File: src/rtl/run_sched.sv
// run_sched: round-robin owner of a single shared run counter.
// A winning requester gets one counting run from 0 up to its latched
// terminal count, optionally cut short by abort, followed by a one-cycle
// done pulse that reports who finished and whether the run was aborted.
module run_sched #(
  parameter int NREQ = 4,
  parameter int CW   = 32
) (
  input  logic                     clk,
  input  logic                     reset_l,
  input  logic [NREQ-1:0]          req,
  input  logic [NREQ*CW-1:0]       len,
  input  logic                     abort,
  output logic [NREQ-1:0]          grant,
  output logic                     busy,
  output logic [CW-1:0]            count,
  output logic                     done,
  output logic [$clog2(NREQ)-1:0]  done_id,
  output logic                     aborted
);

  localparam int IW = $clog2(NREQ);

  typedef enum logic [1:0] {
    IDLE = 2'd0,
    RUN  = 2'd1,
    FIN  = 2'd2
  } state_t;

  state_t          state, state_nxt;
  logic [IW-1:0]   own;      // requester that owns the current/last run
  logic [IW-1:0]   last;     // previous grantee, search starts after it
  logic [IW-1:0]   winner;
  logic [CW-1:0]   len_q;
  logic            ab_q;     // current run was terminated by abort
  logic            at_end;
  logic [CW-1:0]   len_arr [NREQ];

  // Round-robin search: first requester after 'from_last', wrapping.
  function automatic logic [IW-1:0] rr_pick(input logic [NREQ-1:0] r,
                                            input logic [IW-1:0]   from_last);
    logic [IW-1:0] pick;
    logic [IW-1:0] idx;
    logic          found;
    pick  = '0;
    found = 1'b0;
    for (int k = 1; k <= NREQ; k++) begin
      idx = IW'((int'(from_last) + k) % NREQ);
      if (!found && r[idx]) begin
        pick  = idx;
        found = 1'b1;
      end
    end
    return pick;
  endfunction

  for (genvar g = 0; g < NREQ; g++) begin : g_len
    assign len_arr[g] = len[g*CW +: CW];
  end

  assign winner = rr_pick(req, last);
  assign at_end = (count == len_q);

  // State register.
  always_ff @(posedge clk or negedge reset_l) begin
    if (!reset_l) state <= IDLE;
    else          state <= state_nxt;
  end

  // Next-state and output decode; grant/done are pure functions of state.
  always_comb begin
    state_nxt = state;
    grant     = '0;
    busy      = 1'b0;
    done      = 1'b0;
    done_id   = '0;
    aborted   = 1'b0;
    unique case (state)
      IDLE: begin
        if (|req) state_nxt = RUN;
      end
      RUN: begin
        grant[own] = 1'b1;
        busy       = 1'b1;
        // abort wins over a simultaneous terminal count
        if (abort || at_end) state_nxt = FIN;
      end
      FIN: begin
        done      = 1'b1;
        done_id   = own;
        aborted   = ab_q;
        state_nxt = IDLE;
      end
      default: state_nxt = IDLE;
    endcase
  end

  // Run bookkeeping: owner capture, length latch, counting, abort flag.
  always_ff @(posedge clk or negedge reset_l) begin
    if (!reset_l) begin
      own   <= '0;
      last  <= IW'(NREQ - 1);
      len_q <= '0;
      count <= '0;
      ab_q  <= 1'b0;
    end else begin
      unique case (state)
        IDLE: begin
          if (|req) begin
            own   <= winner;
            len_q <= len_arr[winner];
            count <= '0;
            ab_q  <= 1'b0;
          end
        end
        RUN: begin
          // count freezes on abort and saturates at len_q (no wrap)
          if (abort)        ab_q  <= 1'b1;
          else if (!at_end) count <= count + CW'(1);
        end
        FIN: begin
          last <= own;
        end
        default: ;
      endcase
    end
  end

endmodule
File: config.mk
export PLATFORM = sky130hd
export DESIGN_NAME = run_sched
export DESIGN_NICKNAME = d
export VERILOG_FILES = /design/src/rtl/run_sched.sv
export SDC_FILE = /design/constraint.sdc
export NUM_CORES = 1
export LEC_CHECK = 0
export ABC_AREA = 1
export ABC_CLOCK_PERIOD_IN_PS = 3200
export BUFFER_PORTS_ARGS = -buffer_cell sky130_fd_sc_hd__buf_2
export CORE_UTILIZATION = 56
export CTS_CLUSTER_SIZE = 20
export DETAILED_ROUTE_END_ITERATION = 6
export GPL_ROUTABILITY_DRIVEN = 0
export HOLD_SLACK_MARGIN = 0.03
export PLACE_DENSITY = 0.87
export SETUP_SLACK_MARGIN = 0.5
export SYNTH_ARGS = -nofsm -noshare
export SYNTH_HDL_FRONTEND = slang
export SYNTH_SLANG_ARGS = --single-unit
File: constraint.sdc
create_clock -name clk -period 3.2 [get_ports clk]
set_input_delay 0.32 -clock clk [delete_from_list [all_inputs] [get_ports clk]]
set_output_delay 0.32 -clock clk [all_outputs]
set_load 0.005 [all_outputs]
==> out/metrics.cfg, run 1 <==
[run_status]
status=completed

[yosys]
ys_top_cells_by_area=dfrtp_1 32%, nand2_1 20%, nand3_1 19%
ys_async_sr_fraction_pct=100
synth_edf_count=0
synthCells=837
synth_cell_type_count=30
synth_top_area_share_pct=31.9
syn_avg_cell_area_um2=6.46
synth_most_common_cell=nand2_1
synth_area_mm2=0.00541
ys.warnings.count=0
synth_flop_cell=dfrtp_1
synth-seq-cells=71
yosysTopAreaCell=dfrtp_1
synthesis.nets=973
synthTopCellsByCount=283 x nand2_1, 206 x nand3_1, 74 x nor2_1
ys_seq_area_share_pct=32.9

[setup_path]
regToRegEndpoint=len_q[21]$_DFFE_PN0P_
r2r_start=last[0]$_DFFE_PN1P_
worst-path-buf-inv=2
path_cells=inv_2, nand2_1, nand2_1, o21ai_1, nand4_1, nand2_2, buf_6, nand2_1, nand3_1, nand3_1, nand2_1
slowest_delay_ns=0.65
crit_required_ns=3.49
worstPathMaxFanout=65
crit_top_cell=nand2_1
ff2ff_path_depth=11
startpoint_type=flop
crit_family=simple AND/OR/NAND/NOR gates
critPathCaptureType=flop
path_class=flop to flop
cp_slowest_cell=dfstp_2
worstPathArrival_ns=2.67
reg2reg_slack_ns=0.82

[die]
core_area_mm2=0.00928
die_w_um=100
dieArea_mm2=0.0101
start_util_pct=58.2
die_h_um=100
num_io_pins=176
rows=35

[global_route]
grtUsageMet2_pct=54.0
grt_pass1_vias=5596
grt_use_total_pct=33.5
grt_pass1_wl_mm=26.8
met3_usage_pct=4.11
top_usage_layer=met2
use_met1_pct=44.9
antenna_found_initial=0
grt-ovfl-total=0
grt_max_degree=66

[run]
cap_violations=0

[worst_hold_path]
hp-class=primary input to async pin

[layout]
area_growth_pct=19.4
num_antenna_cells=0
fillCellCount=856
regArea_mm2=0.00178
final_area_mm2=0.00646
fin_nets=1117
multi_input_area_mm2=0.00323
drive_gt1_share_pct=22.0

[detailed_routing]
vias=6151
drtIter0Drc=424
wl_mm=16.1
avgViaCountPerCell=5.52
wl_per_cell_um=14.4
antenna_left=0
firstDrtPassIters=5
drc_errors=0

[sta]
setup_viol=0
period_minus_slack_ns=2.38
fin_tns_setup_ns=0
finalClockSkew_ns=0.00463
slew_viol_final=0
min_period_over_period_pct=74.4
max_slew_margin_pct=27.3
worst_slew_pin_slew_ns=1.09
grt_setup_unrepaired=false
hold_violations=0
max_freq_mhz=420

[power]
peakVddDrop_uv=735
cellLeakagePower_nw=3.38
powerDensity_mw_per_mm2=919

[cts]
clk_pin_slew_ns=0.08
postCtsSetupBuffers=0
worstSkewPairLatency_ns=0.35
cts-root-buf=clkbuf_8
clkSinkCount=71
cts_buffers=9
cts_tree=built
clock_path_buffers=2
h-tree-depth=3
ctsHoldBuffers=0

[placement]
dpl-instance-area_mm2=0.00626
place.port_buffers=175
hpwlAfterDp_mm=12.0

==> cells by family after synthesis <==
group           synth area share (%)
fa+ha+maj                      0.231
simple gates                    48.8
flops                           32.9
compound gates                  1.39
buf+inv                         7.47
xor+xnor                        9.23
==> placed cells by master, fill, tap and decap left out, types with 10 or more instances in the layout <==
cell       n
buf_2    175
nor2_1    74
dfrtp_1   69
nand3_1  206
nand4_1   12
nand2_1  281
xor2_1    29
nor3_1    26
inv_1     29
xnor2_1   28
buf_4     10
==> timing repair <==
action / in CTS / in global routing
gates resized for setup: 0 / 2
endpoints found under the hold margin: 0 / 0
endpoints found under the setup margin: 0 / 10
==> report_power, final <==
part | total (mW) | switching (mW) | internal, mW
logic | 3.79 | 2.53 | 1.26
registers | 1.44 | 0.254 | 1.19
clock network | 0.705 | 0.351 | 0.354
total | 5.93 | 3.13 | 2.80
==> routing by layer <==
metal	share of wire [%]	wire, µm
met5	0	0
met4	4.0	640
met3	8.4	1340
met2	47	7480
met1	41	6600
==> final cells by class <==
type                            count  area share [%]
Multi-Input combinational cell    679            50.1
Sequential cell                    71            27.6
Timing Repair Buffer              187            15.1
Tap cell                          129            2.50
Clock buffer                        9            1.92
Inverter                           33            1.92
Clock inverter                      6           0.969
==> worst register-to-register path, delay by kind of cell, from the launching register on <==
family | cells | cell delay (ns)
compound gates | 1 | 0.28
buf+inv | 2 | 0.48
simple gates | 8 | 0.92
flops | 1 | 0.65
==> flip-flops by register name, summed over array words and instances (netlist names) <==
register and flops:
count 32, ab_q 1, own 2, last 2
len_q 32, state 2
==> stage by stage <==
step / worst slack [ns] / total power [mW] / hold WS (ns) / instances / util, %
after CTS: 0.742 / 5.88 / 0.198 / 1114 / 69.5
after global routing: 0.602 / 6.51 / 0.250 / 1114 / 69.6
after detailed placement: 0.795 / 5.15 / 0.490 / 1099 / 67.5
after floorplan: 1.28 / 4.50 / 0.0244 / 837 / -
final: 0.820 / 5.93 / 0.174 / 1114 / 69.6
after global placement: 0.831 / 5.08 / 0.484 / 1099 / 67.5
==> worst max path at each step <==
stage	slack, ns	end	from	cells past startpoint
final	0.82	len_q[21]$_DFFE_PN0P_	last[0]$_DFFE_PN1P_	11
after global routing	0.60	len_q[1]$_DFFE_PN0P_	last[0]$_DFFE_PN1P_	11
after CTS	0.74	len_q[21]$_DFFE_PN0P_	last[0]$_DFFE_PN1P_	11
after detailed placement	0.79	len_q[21]$_DFFE_PN0P_	last[0]$_DFFE_PN1P_	11
after global placement	0.83	len_q[21]$_DFFE_PN0P_	last[0]$_DFFE_PN1P_	11
after floorplan	1.28	len_q[15]$_DFFE_PN0P_	last[0]$_DFFE_PN1P_	14
Note: power is estimated with default switching activity, not from simulation.
==> inputs of run 2 (changes only) <==
ABC_CLOCK_PERIOD_IN_PS = 2400   (was 3200)
CORE_UTILIZATION = 52   (was 56)
PLACE_DENSITY = 0.82   (was 0.87)
clock period = 2.4 ns   (was 3.2 ns; I/O delays follow)
==> run 2 against run 1 <==
  * The run now ends with setup timing left
  * Die area rose by 7.5%
  * Sequential power up 33%
  * Power is 96% higher
  * Combinational power increased by 130%
  * Design area up 18%
  * Critical path depth is 2 higher
  * Wire length rose by 27%
  * Register-to-register slack got worse by 0.85 ns
  * Non-clock buffer count grew 49
  * Global-route usage increased by 1.2 points
  * Clock-buffer cell count grew 3
  * Final cell count is 4.9% higher
  * Critical endpoint is now len_q[20]$_DFFE_PN0P_
==> out/metrics.cfg, run 2 (same netlist as run 1, synthesis figures left out) <==
[run_status]
status=finished with violations
failed_checks=setup timing

[layout]
utilization_pct=76.8
drive_gt1_share_pct=34.5
most-common-layout-cells=256 x nand2_1, 182 x nand3_1, 175 x buf_2
reg.largest.list=count (32), len_q (32)
area_growth_pct=40.8
regArea_mm2=0.00181
num_antenna_cells=0
fillCellCount=753
final_cells=1169
fin_nets=1167
layout_commonest_cell=nand2_1
multi_input_area_mm2=0.00358

[sta]
grt_setup_unrepaired=true
hold_slack_ns=0.135
finalClockSkew_ns=0.0170
setup_ws_ns=-0.0273
hold_violations=0
period_minus_slack_ns=2.43
worst_slew_pin_slew_ns=0.581
max_freq_mhz=412
setup_viol=1
min_period_over_period_pct=101
slew_viol_final=0
max_slew_margin_pct=61.2

[detailed_routing]
antenna_left=0
wl_per_cell_um=17.5
wl_mm=20.5
avgViaCountPerCell=5.84
drc_errors=0
drtIter0Drc=589
firstDrtPassIters=7
vias=6832

[die]
num_io_pins=176
core_area_mm2=0.00991
rows=36
start_util_pct=54.6
die_h_um=104
die_w_um=104
dieArea_mm2=0.0108

[placement]
dp.cells=1106
pre_cts_ws_ns=0.152
hpwlAfterDp_mm=12.4
place.port_buffers=175

[run]
cap_violations=0

[global_route]
grt_use_total_pct=34.7
grt-ovfl-total=0
grt_max_degree=47
grt_pass1_wl_mm=30.0
antenna_found_initial=0
grt_pass1_vias=6142

[setup_path]
path_cells=clkinv_4, nand2_2, nand2_2, nand2_4, nand2_4, nor2_4, nand3_2, o21ai_4, buf_16, buf_8, nand3_1, nand3_1, nand2_1
worstPathMaxFanout=8
reg2reg_slack_ns=-0.03
slowest_delay_ns=0.62
startpoint_type=flop
cp_slowest_cell=dfstp_2
critPathCaptureType=flop
worstPathArrival_ns=2.67
path_class=flop to flop
crit_required_ns=2.65

[worst_hold_path]
hp-class=primary input to flop

[cts]
cts_buffers=9
h-tree-depth=3
clkSinkCount=71
cts_tree=built
cts-root-buf=clkbuf_8
clock_path_buffers=2
clk_pin_slew_ns=0.08
worstSkewPairLatency_ns=0.36

[power]
peakVddDrop_uv=1470
cellLeakagePower_nw=3.83
powerDensity_mw_per_mm2=1530

run 2: timing repair:
action	4_1_cts	5_1_grt
setup buffers	25	9
setup endpoints to repair	66	70
endpoints found under the hold margin	25	0
resized for setup	50	91
pin swaps	15	17
cloned	6	6
hold buffers	1	0
run 2: power breakdown:
group | switching (mW) | internal [mW]
clock | 0.489 | 0.513
combinational | 4.90 | 3.80
sequential | 0.329 | 1.58
total | 5.72 | 5.89
run 2: cell type report:
| type | instances | area share (%) |
|---|---|---|
| clock buffer | 12 | 1.91 |
| timing repair inverter | 1 | 0.0657 |
| tap | 133 | 2.19 |
| sequential | 71 | 23.7 |
| timing repair buffer | 236 | 22.7 |
| clock inverter | 4 | 0.723 |
| multi-input combinational | 679 | 47.0 |
| inverter | 33 | 1.73 |
run 2: per-layer routing:
layer	vias up	share of wire, %	routed length, µm	track usage (%)
li1	3119	-	-	-
met1	3079	37	7520	44.4
met2	537	47	9600	55.6
met3	97	11	2190	6.14
met4	0	5.7	1170	19.4
met5	-	0	0	0
run 2: final timing paths:
kind | depth (start not counted) | endpoint | start
worst min register to register | 2 | len_q[31]$_DFFE_PN0P_ | len_q[31]$_DFFE_PN0P_
worst max-delay path | 13 | len_q[20]$_DFFE_PN0P_ | last[0]$_DFFE_PN1P_
min in group asynchronous | 2 | count[7]$_DFFE_PN0P_ | reset_l
worst min-delay path | 3 | ab_q$_DFFE_PN0P_ | abort
worst max register to register | 13 | len_q[20]$_DFFE_PN0P_ | last[0]$_DFFE_PN1P_
max in group asynchronous | 3 | last[0]$_DFFE_PN1P_ | reset_l
run 2: worst max-delay path, delay by kind of cell (launching register included):
kind | cells | cell delay (ns)
and+or+nand+nor | 9 | 0.99
DFF | 1 | 0.62
buffers and inverters | 3 | 0.40
AOI/OAI and AO/OA | 1 | 0.29
run 2: metrics by stage:
step | instance area (µm²) | setup TNS (ns) | total power [mW]
final | 7610 | -0.0273 | 11.6
after detailed placement | 6350 | 0 | 7.22
after global routing | 7610 | -1.07 | 12.2
after global placement | 6350 | 0 | 7.14
after floorplan | 5410 | 0 | 6.01
after CTS | 7100 | 0 | 9.98
